## src/rtl/gen_frecv_pkg.sv

```systemverilog
// gen_frecv_pkg
//   Shared definitions for the square-wave generator:
//   - state_t      : controller state encoding (IDLE / DIV / APPLY)
//   - FMIN, FMAX   : accepted frequency range in Hz
//   - clog2()      : ceiling log2, used to size the divider datapath
package gen_frecv_pkg;

  typedef enum logic [1:0] {
    IDLE  = 2'd0,
    DIV   = 2'd1,
    APPLY = 2'd2
  } state_t;

  localparam int FMIN = 1;
  localparam int FMAX = 9999;

  // Smallest r with 2**r >= value (0 for value <= 1).
  function automatic int clog2(input int value);
    int r;
    int v;
    r = 0;
    v = value - 1;
    while (v > 0) begin
      r = r + 1;
      v = v >> 1;
    end
    return r;
  endfunction

endpackage

```

## src/rtl/gen_frecv_div_rest.sv

```systemverilog
// div_rest
//   Sequential unsigned restoring divider with a constant dividend.
//   One quotient bit per cycle, MSB first, DIV_W cycles per division.
// Ports:
//   clk       system clock (posedge)
//   reset     synchronous active-low reset, aborts a running division
//   start     load divisor and begin a division (ignored bits: none)
//   divisor   DIV_W-bit unsigned divisor, sampled when start is high
//   quotient  floor(DIVIDEND / divisor), valid when done pulses
//   done      one-cycle pulse after the last quotient bit is produced
module div_rest
  import gen_frecv_pkg::*;
#(
  parameter int               DIV_W    = 25,
  parameter logic [DIV_W-1:0] DIVIDEND = DIV_W'(25000000)
) (
  input  logic             clk,
  input  logic             reset,
  input  logic             start,
  input  logic [DIV_W-1:0] divisor,
  output logic [DIV_W-1:0] quotient,
  output logic             done
);

  localparam int IDX_W = clog2(DIV_W + 1);

  logic [DIV_W-1:0] rem_reg;
  logic [DIV_W-1:0] quot_reg;
  logic [DIV_W-1:0] dsr_reg;
  logic [IDX_W-1:0] idx_reg;
  logic             run_reg;
  logic             done_reg;

  logic [DIV_W:0]   rem_sh;
  logic [DIV_W:0]   diff;
  logic             fits;

  // quot_reg starts as the dividend and is shifted left each step: its MSB
  // feeds the partial remainder while the new quotient bit enters at the LSB.
  // Because rem < divisor, rem_sh < 2*divisor, so the MSB of the
  // difference is a clean borrow flag: clear means rem_sh >= divisor.
  always_comb begin
    rem_sh = {rem_reg, quot_reg[DIV_W-1]};
    diff   = rem_sh - {1'b0, dsr_reg};
    fits   = ~diff[DIV_W];
  end

  always_ff @(posedge clk) begin
    if (!reset) begin
      rem_reg  <= '0;
      quot_reg <= '0;
      dsr_reg  <= '0;
      idx_reg  <= '0;
      run_reg  <= 1'b0;
      done_reg <= 1'b0;
    end else begin
      done_reg <= 1'b0;
      if (start) begin
        dsr_reg  <= divisor;
        rem_reg  <= '0;
        quot_reg <= DIVIDEND;
        idx_reg  <= IDX_W'(DIV_W - 1);
        run_reg  <= 1'b1;
      end else if (run_reg) begin
        rem_reg  <= fits ? diff[DIV_W-1:0] : rem_sh[DIV_W-1:0];
        quot_reg <= {quot_reg[DIV_W-2:0], fits};
        if (idx_reg == '0) begin
          run_reg  <= 1'b0;
          done_reg <= 1'b1;
        end else begin
          idx_reg <= idx_reg - IDX_W'(1);
        end
      end
    end
  end

  assign quotient = quot_reg;
  assign done     = done_reg;

endmodule

```

## src/rtl/gen_frecv.sv

```systemverilog
// gen_frecv
//   Square-wave generator driven by a frequency selector. A validated
//   frequency strobe starts a divider computing the half-period in clock
//   cycles; a free-running counter toggles out_frecv every half-period.
// Ports:
//   clk        system clock (posedge)
//   reset      synchronous active-low reset
//   frecv_sel  requested frequency in Hz (valid while q_modif is high)
//   q_modif    update strobe
//   out_frecv  50 % duty square wave
//   frecv_act  frequency currently applied to out_frecv
//   busy       high while a division is in progress
//   err        last strobe carried a value outside FMIN..FMAX
module gen_frecv #(
  parameter int width  = 16,
  parameter int CLK_HZ = 50000000,
  parameter int FMAX   = gen_frecv_pkg::FMAX,
  parameter int DIV_W  = gen_frecv_pkg::clog2(CLK_HZ / 2 + 1)
) (
  input  logic             clk,
  input  logic             reset,
  input  logic [width-1:0] frecv_sel,
  input  logic             q_modif,
  output logic             out_frecv,
  output logic [width-1:0] frecv_act,
  output logic             busy,
  output logic             err
);

  import gen_frecv_pkg::*;

  localparam logic [DIV_W-1:0] HALF_RST = DIV_W'(CLK_HZ / 2);
  localparam logic [width-1:0] FMIN_W   = width'(gen_frecv_pkg::FMIN);
  localparam logic [width-1:0] FMAX_W   = width'(FMAX);

  state_t           state_reg, state_next;
  logic [width-1:0] cur_div_reg;
  logic [width-1:0] pend_val_reg;
  logic             pending_reg;
  logic [width-1:0] frecv_act_reg;
  logic [DIV_W-1:0] half_per_reg;
  logic [DIV_W-1:0] cnt_reg;
  logic             out_reg;
  logic             err_reg;

  logic             in_range;
  logic             strobe_ok;
  logic             start;
  logic [width-1:0] div_sel;
  logic [DIV_W-1:0] quotient;
  logic             div_done;

  assign in_range  = (frecv_sel >= FMIN_W) && (frecv_sel <= FMAX_W);
  assign strobe_ok = q_modif && in_range;

  div_rest #(
    .DIV_W   (DIV_W),
    .DIVIDEND(HALF_RST)
  ) u_div (
    .clk     (clk),
    .reset   (reset),
    .start   (start),
    .divisor (DIV_W'(div_sel)),
    .quotient(quotient),
    .done    (div_done)
  );

  // Next state and divider launch.
  // In APPLY a strobe arriving in that very cycle is newer than anything
  // queued, so it is divided directly; otherwise a queued value is used.
  always_comb begin
    state_next = state_reg;
    start      = 1'b0;
    div_sel    = frecv_sel;
    case (state_reg)
      IDLE: begin
        if (strobe_ok) begin
          start      = 1'b1;
          state_next = DIV;
        end
      end
      DIV: begin
        if (div_done) begin
          state_next = APPLY;
        end
      end
      APPLY: begin
        if (strobe_ok) begin
          start      = 1'b1;
          state_next = DIV;
        end else if (pending_reg) begin
          start      = 1'b1;
          div_sel    = pend_val_reg;
          state_next = DIV;
        end else begin
          state_next = IDLE;
        end
      end
      default: state_next = IDLE;
    endcase
  end

  always_ff @(posedge clk) begin
    if (!reset) begin
      state_reg     <= IDLE;
      cur_div_reg   <= '0;
      pend_val_reg  <= '0;
      pending_reg   <= 1'b0;
      frecv_act_reg <= width'(1);
      half_per_reg  <= HALF_RST;
      cnt_reg       <= '0;
      out_reg       <= 1'b0;
      err_reg       <= 1'b0;
    end else begin
      state_reg <= state_next;

      if (start) begin
        cur_div_reg <= div_sel;
      end

      // Valid strobes are always accepted or queued, so err just follows
      // the range check of the most recent strobe.
      if (q_modif) begin
        err_reg <= !in_range;
      end

      case (state_reg)
        DIV: begin
          if (strobe_ok) begin
            pending_reg  <= 1'b1;
            pend_val_reg <= frecv_sel;
          end
        end
        APPLY: begin
          // Whatever was queued is consumed here (or superseded by a
          // strobe in this cycle, which is launched directly).
          pending_reg   <= 1'b0;
          half_per_reg  <= (quotient == '0) ? DIV_W'(1) : quotient;
          frecv_act_reg <= cur_div_reg;
        end
        default: ;
      endcase

      // Using >= lets a shortened half-period take effect immediately
      // without the counter having to wrap through its full range.
      if (cnt_reg >= half_per_reg - DIV_W'(1)) begin
        cnt_reg <= '0;
        out_reg <= ~out_reg;
      end else begin
        cnt_reg <= cnt_reg + DIV_W'(1);
      end
    end
  end

  assign out_frecv = out_reg;
  assign frecv_act = frecv_act_reg;
  assign busy      = (state_reg != IDLE);
  assign err       = err_reg;

endmodule

```

## config.mk

```make
export PLATFORM = sky130hd
export DESIGN_NAME = gen_frecv
export DESIGN_NICKNAME = d
export VERILOG_FILES = /design/src/rtl/gen_frecv_pkg.sv /design/src/rtl/gen_frecv_div_rest.sv /design/src/rtl/gen_frecv.sv
export SDC_FILE = /design/constraint.sdc
export NUM_CORES = 1
export LEC_CHECK = 0
export CORE_ASPECT_RATIO = 1.4
export CORE_UTILIZATION = 60
export CTS_BUF_LIST = sky130_fd_sc_hd__clkbuf_4
export DETAILED_ROUTE_END_ITERATION = 16
export PLACE_DENSITY = 0.79
export SYNTH_ARGS = -nofsm -noshare
export SYNTH_HDL_FRONTEND = slang
export SYNTH_SLANG_ARGS = --single-unit
```

## constraint.sdc

```tcl
create_clock -name clk -period 4.22 [get_ports clk]
set_input_delay 0.633 -clock clk [delete_from_list [all_inputs] [get_ports clk]]
set_output_delay 0.633 -clock clk [all_outputs]
set_load 0.03 [all_outputs]
```

==> impl_metrics.tcl, run 1 <==
set metrics [dict create \
    min_path_cells 2 \
    ys_warn_count 0 \
    synth_cell_type_count 61 \
    area_growth_syn_to_layout_pct 9.05 \
    final_antenna_net_count 0 \
    gp_congestion 0.858 \
    fin_util 0.675 \
    grt_max_degree 56 \
    final_nets 1068 \
    path_clk_slew_ps 130 \
    worstPathRequired_ps 4730 \
    synth_edf_count 0 \
    synthSimpleGateAreaFrac 0.233 \
    start_util 0.619 \
    core.rowCount 50 \
    gr-usage-all-layers 0.261 \
    yosysTopAreaCell "dfxtp_1" \
    drive_above_1_share 0.0533 \
    num_io_pins 38 \
    grt.overflow.total 0 \
    hold_path_end "state_reg[1]" \
    rrSetupSlack_ps 470 \
    numCtsBuffers 17 \
    slew_viol_final 0 \
    cts_setup_buffers 0 \
    synthAdderAreaFrac 0.0697 \
    cp_num_buf_inv 1 \
    drc_errors 0 \
    grt_pass1_vias 6474 \
    clock_skew_ps 21.2 \
    slowest_stage "or4_1" \
    fmax_mhz 267 \
    hpwlAfterDp_um 12800 \
    worst_pin_slew_ps 890 \
    synth_top_area_share 0.383 \
    cts-root-buf "clkbuf_4" \
    power_leakage_nw 3.50 \
    synth_top_family_by_area "simple AND/OR/NAND/NOR gates" \
    hp-start "u_div.done" \
    worstSetupEndpointType "flop" \
    synth-xor-area-share 0.0660 \
    cts_resized 0 \
    finalWirelength_um 17800 \
    antenna_found_initial 1 \
    fin_setup_tns_ps 0 \
    ir_worst_vdd_v 0.000261 \
    dr.pass1.iters 4 \
    cpPeakStageDelay_ps 610 \
    vias_per_cell 5.63 \
    fp.coreArea_sq_um 13500 \
    grt_pass1_wl_um 29500 \
    syn-num-nets 1049 \
    io_buffer_count 37 \
    status "complete, no violations" \
    drtIter0Drc 231 \
    drv_cap 0 \
    num_vias 6737 \
    dieArea_sq_um 14400 \
    synth-compound-area-share 0.146 \
    synth_area_leaders "dfxtp_1 (38%), nand2_1 (7.2%), ha_1 (6.7%)" \
    cp_max_fo 25 \
    die_x_um 102 \
    wl_per_cell_um 14.9 \
    grt_setup_unrepaired "false" \
    synthMuxAreaShare 0.0661 \
    synth_common_cells "dfxtp_1 (160), nand2_1 (160), nor2_1 (72), mux2i_1 (53), ha_1 (45)" \
    async_flop_share 0 \
    slew_headroom 0.407 \
    power_density_nw_per_um2 324 \
    cpMostUsedCell "or4_1" \
    postSynthAreaPerCell_sq_um 8.50 \
    r2r_start "half_per_reg[6]" \
    insertion_delay_ps 580 \
    r2r-end "cnt_reg[7]" \
    clock-sinks 160 \
    worstPathArrival_ps 4250 \
    yosysSeqAreaShare 0.383 \
    ctsHtreeMaxLevel 4 \
    synth_flop_cell "dfxtp_1" \
    setup_viol 0 \
    die-height_um 142 \
    cts_tree "done" \
    finalCritPeriodShare 0.888 \
    crit_chain "or4_1 > or4_1 > nor3_1 > xnor2_1 > ha_1 > nand2_1 > nor4_1 > and4_1 > o2111ai_1 > a21oi_1 > a211oi_1 > nand3_1 > buf_4 > nor2_1" \
    cp-start-kind "flop" \
    min_period_ps 3750 \
    synth_seq_cells 160 \
    path_delay_family "simple AND/OR/NAND/NOR gates" \
    rr_worst_depth 14 \
    path_class "flop to flop" \
    synthCells 984 \
    min_path_type "flop to flop" \
    synth_area_sq_um 8360 \
    postCtsHoldBufs 0 \
    cts_buffer_depth 2 \
    hold_viol 0 \
]
[power by group]
part,switching (W),internal [W]
clock network,0.000547,0.000355
logic,0.000288,0.000202
registers,0.0000253,0.00153
[how the worst max path moves through the flow]
stage / startpoint / endpoint / cells past startpoint
after detailed placement: half_per_reg[6] / cnt_reg[7] / 14
after floorplan: half_per_reg[6] / cnt_reg[10] / 13
after global placement: half_per_reg[6] / cnt_reg[3] / 14
after global routing: half_per_reg[2] / cnt_reg[7] / 16
after CTS: half_per_reg[2] / cnt_reg[7] / 16
final: half_per_reg[6] / cnt_reg[7] / 14
[placed cells by master, fill, tap and decap left out, types with 14 or more instances in the layout]
cell type        count
a21boi_0            43
a21oi_1             30
nand2b_1            14
nor4_1              18
clkbuf_4            18
mux2i_1             53
and3_1              20
nand3_1             32
xor2_1              28
a31oi_1             20
ha_1                45
clkdlybuf4s50_1     36
nand2_1            160
inv_1               26
dfxtp_1            159
o21ai_0             29
xnor2_1             35
nor2b_1             21
nor2_1              72
[area by class of cell]
class	instances	area, sq um
antenna	1	2.50
clock buffer	18	135
clock inverter	12	134
fill	1161	4390
inverter	26	97.6
multi-input combinational	749	4860
sequential	160	3200
tap	182	228
timing repair buffer	49	455
[per-layer routing]
| layer | global-route usage | up-vias | wire length [um] |
|---|---|---|---|
| met4 | 0.147 | 0 | 738 |
| met1 | 0.274 | 3129 | 7410 |
| met3 | 0.0571 | 45 | 478 |
| met5 | 0 | - | 0 |
| met2 | 0.470 | 95 | 9220 |
| li1 | - | 3468 | - |
[cell families (layout without fill, tap and decap cells)]
logic type	count (synthesis)	in the layout
xor+xnor	63	63
flops	160	160
fa+ha+maj	46	46
other cells	0	1
simple gates	405	405
mux	54	54
buf+inv	75	105
compound gates	181	181
[tightest hold or removal path: stages, from the launching register on]
cell and delay (ps):
dfxtp_1 340, nand2_1 50, nor2_1 30
[through the flow]
stage	area [sq um]	total power [W]	setup slack (ps)	instances	hold slack, ps
2_1_floorplan	8360	0.00199	614	984	410
3_3_place_gp	8840	0.00207	559	1166	434
3_5_place_dp	8840	0.00208	494	1166	432
4_1_cts	9110	0.00297	448	1196	460
5_1_grt	9120	0.00309	48.6	1197	478
6_report	9120	0.00295	473	1197	449
No activity file was read; power rests on OpenSTA's default activity.
==> run 2, diff against run 1 <==
Settings changed: CORE_MARGIN set to 2, TNS_END_PERCENT set to 30.
==> impl_metrics.tcl, run 2 (synthesis results as in run 1) <==
set metrics [dict create \
    status "complete, no violations" \
    num_io_pins 38 \
    drc_errors 0 \
    clock_skew_ps 22.7 \
    postCtsHoldBufs 0 \
    start_util 0.607 \
    min_period_ps 3810 \
    power_leakage_nw 3.52 \
    hpwlAfterDp_um 12800 \
    numCtsBuffers 17 \
    finalWirelength_um 17900 \
    dr.pass1.iters 5 \
    setup_viol 0 \
    min_path_cells 2 \
    grt_setup_unrepaired "false" \
    clock-sinks 160 \
    worstPathArrival_ps 4330 \
    wl_per_cell_um 14.9 \
    cts_buffer_depth 2 \
    cts_setup_buffers 0 \
    worst_pin_slew_ps 919 \
    ir_worst_vdd_v 0.000195 \
    slowest_stage "or4_1" \
    grt.overflow.total 0 \
    vias_per_cell 5.68 \
    grt_pass1_vias 6602 \
    drv_cap 0 \
    num_vias 6830 \
    path_clk_slew_ps 140 \
    cts-root-buf "clkbuf_4" \
    min_path_type "flop to flop" \
    fp.coreArea_sq_um 13800 \
    gr-usage-all-layers 0.251 \
    core.rowCount 51 \
    drive_above_1_share 0.0551 \
    insertion_delay_ps 590 \
    area_growth_syn_to_layout_pct 9.33 \
    dieArea_sq_um 14900 \
    die_x_um 104 \
    final_nets 1069 \
    grt_max_degree 66 \
    fin_util 0.663 \
    io_buffer_count 37 \
    rr_worst_depth 12 \
    antenna_found_initial 1 \
    layout_common_cells "nand2_1 (160), dfxtp_1 (159), nor2_1 (72)" \
    place_ws_ps 429 \
    final_common_cell "nand2_1" \
    final_antenna_net_count 0 \
    hold_viol 0 \
    cpPeakStageDelay_ps 610 \
    drtIter0Drc 349 \
    fin_ws_ps 411 \
    slew_headroom 0.387 \
    fmax_mhz 263 \
    cts_tree "done" \
    finalCritPeriodShare 0.903 \
    die-height_um 144 \
    gp_congestion 0.858 \
    path_class "flop to flop" \
    whs_ps 463 \
    worstSetupEndpointType "flop" \
    ctsHtreeMaxLevel 4 \
    grt_pass1_wl_um 30200 \
    cp-start-kind "flop" \
    slew_viol_final 0 \
    fin_setup_tns_ps 0 \
    power_density_nw_per_um2 328 \
    worstPathRequired_ps 4740 \
    crit_chain "or4_1 > or4_1 > nor3b_1 > nand2_1 > xor2_1 > ha_1 > a21o_1 > a21o_1 > a211oi_1 > nand3_1 > buf_4 > nor2_1" \
    cp_max_fo 25 \
    cts_resized 0 \
]
run 2: changes by cell type in the layout (fill, tap and decap cells not counted), sizes merged:
cell,change
buf,+1
clkinvlp,-2
inv,+1
clkinv,+3
run 2: worst paths after layout:
path                                 startpoint            to  slack, ps
worst max-delay path            half_per_reg[6]    cnt_reg[6]        410
worst min-delay path                 u_div.done  state_reg[1]        460
worst max register to register  half_per_reg[6]    cnt_reg[6]        410
worst min register to register       u_div.done  state_reg[1]        460
run 2: through the flow:
step | area [sq um] | instances | total power, W
after floorplan | 8360 | 984 | 0.00199
after global placement | 8850 | 1170 | 0.00208
after detailed placement | 8850 | 1170 | 0.00208
after CTS | 9140 | 1202 | 0.00302
after global routing | 9150 | 1203 | 0.00312
final | 9150 | 1203 | 0.00300
run 2: power by group:
| group | leakage, nW | internal [W] | switching (W) |
|---|---|---|---|
| sequential | 1.29 | 0.00153 | 0.0000252 |
| combinational | 2.08 | 0.000204 | 0.000295 |
| clock | 0.153 | 0.000366 | 0.000578 |
run 2: critical path, delay by kind of cell, from the launching register on:
kind            cells  cell delay [ps]
compound gates      3              680
xor+xnor            1              160
fa+ha+maj           1              290
buf+inv             1              250
flops               1              380
simple gates        6             2000
run 2: cell type report:
cell class	count	area [sq um]
diodes	1	2.50
clock buffers	18	135
clock inverters	14	153
fillers	1202	4640
inverters	26	97.6
multi-input cells	749	4860
flip-flops and latches	160	3200
well taps	185	231
repair buffers	50	463
run 2: metal layers:
metal  wire length (um)  track usage  share of wire  vias to the layer above
met1               7230        0.267           0.40                     3185
met5                  0            0              0                        -
met4                737        0.146          0.041                        0
li1                   -            -              -                     3475
met2               9420        0.471           0.53                      126
met3                500       0.0390          0.028                       44
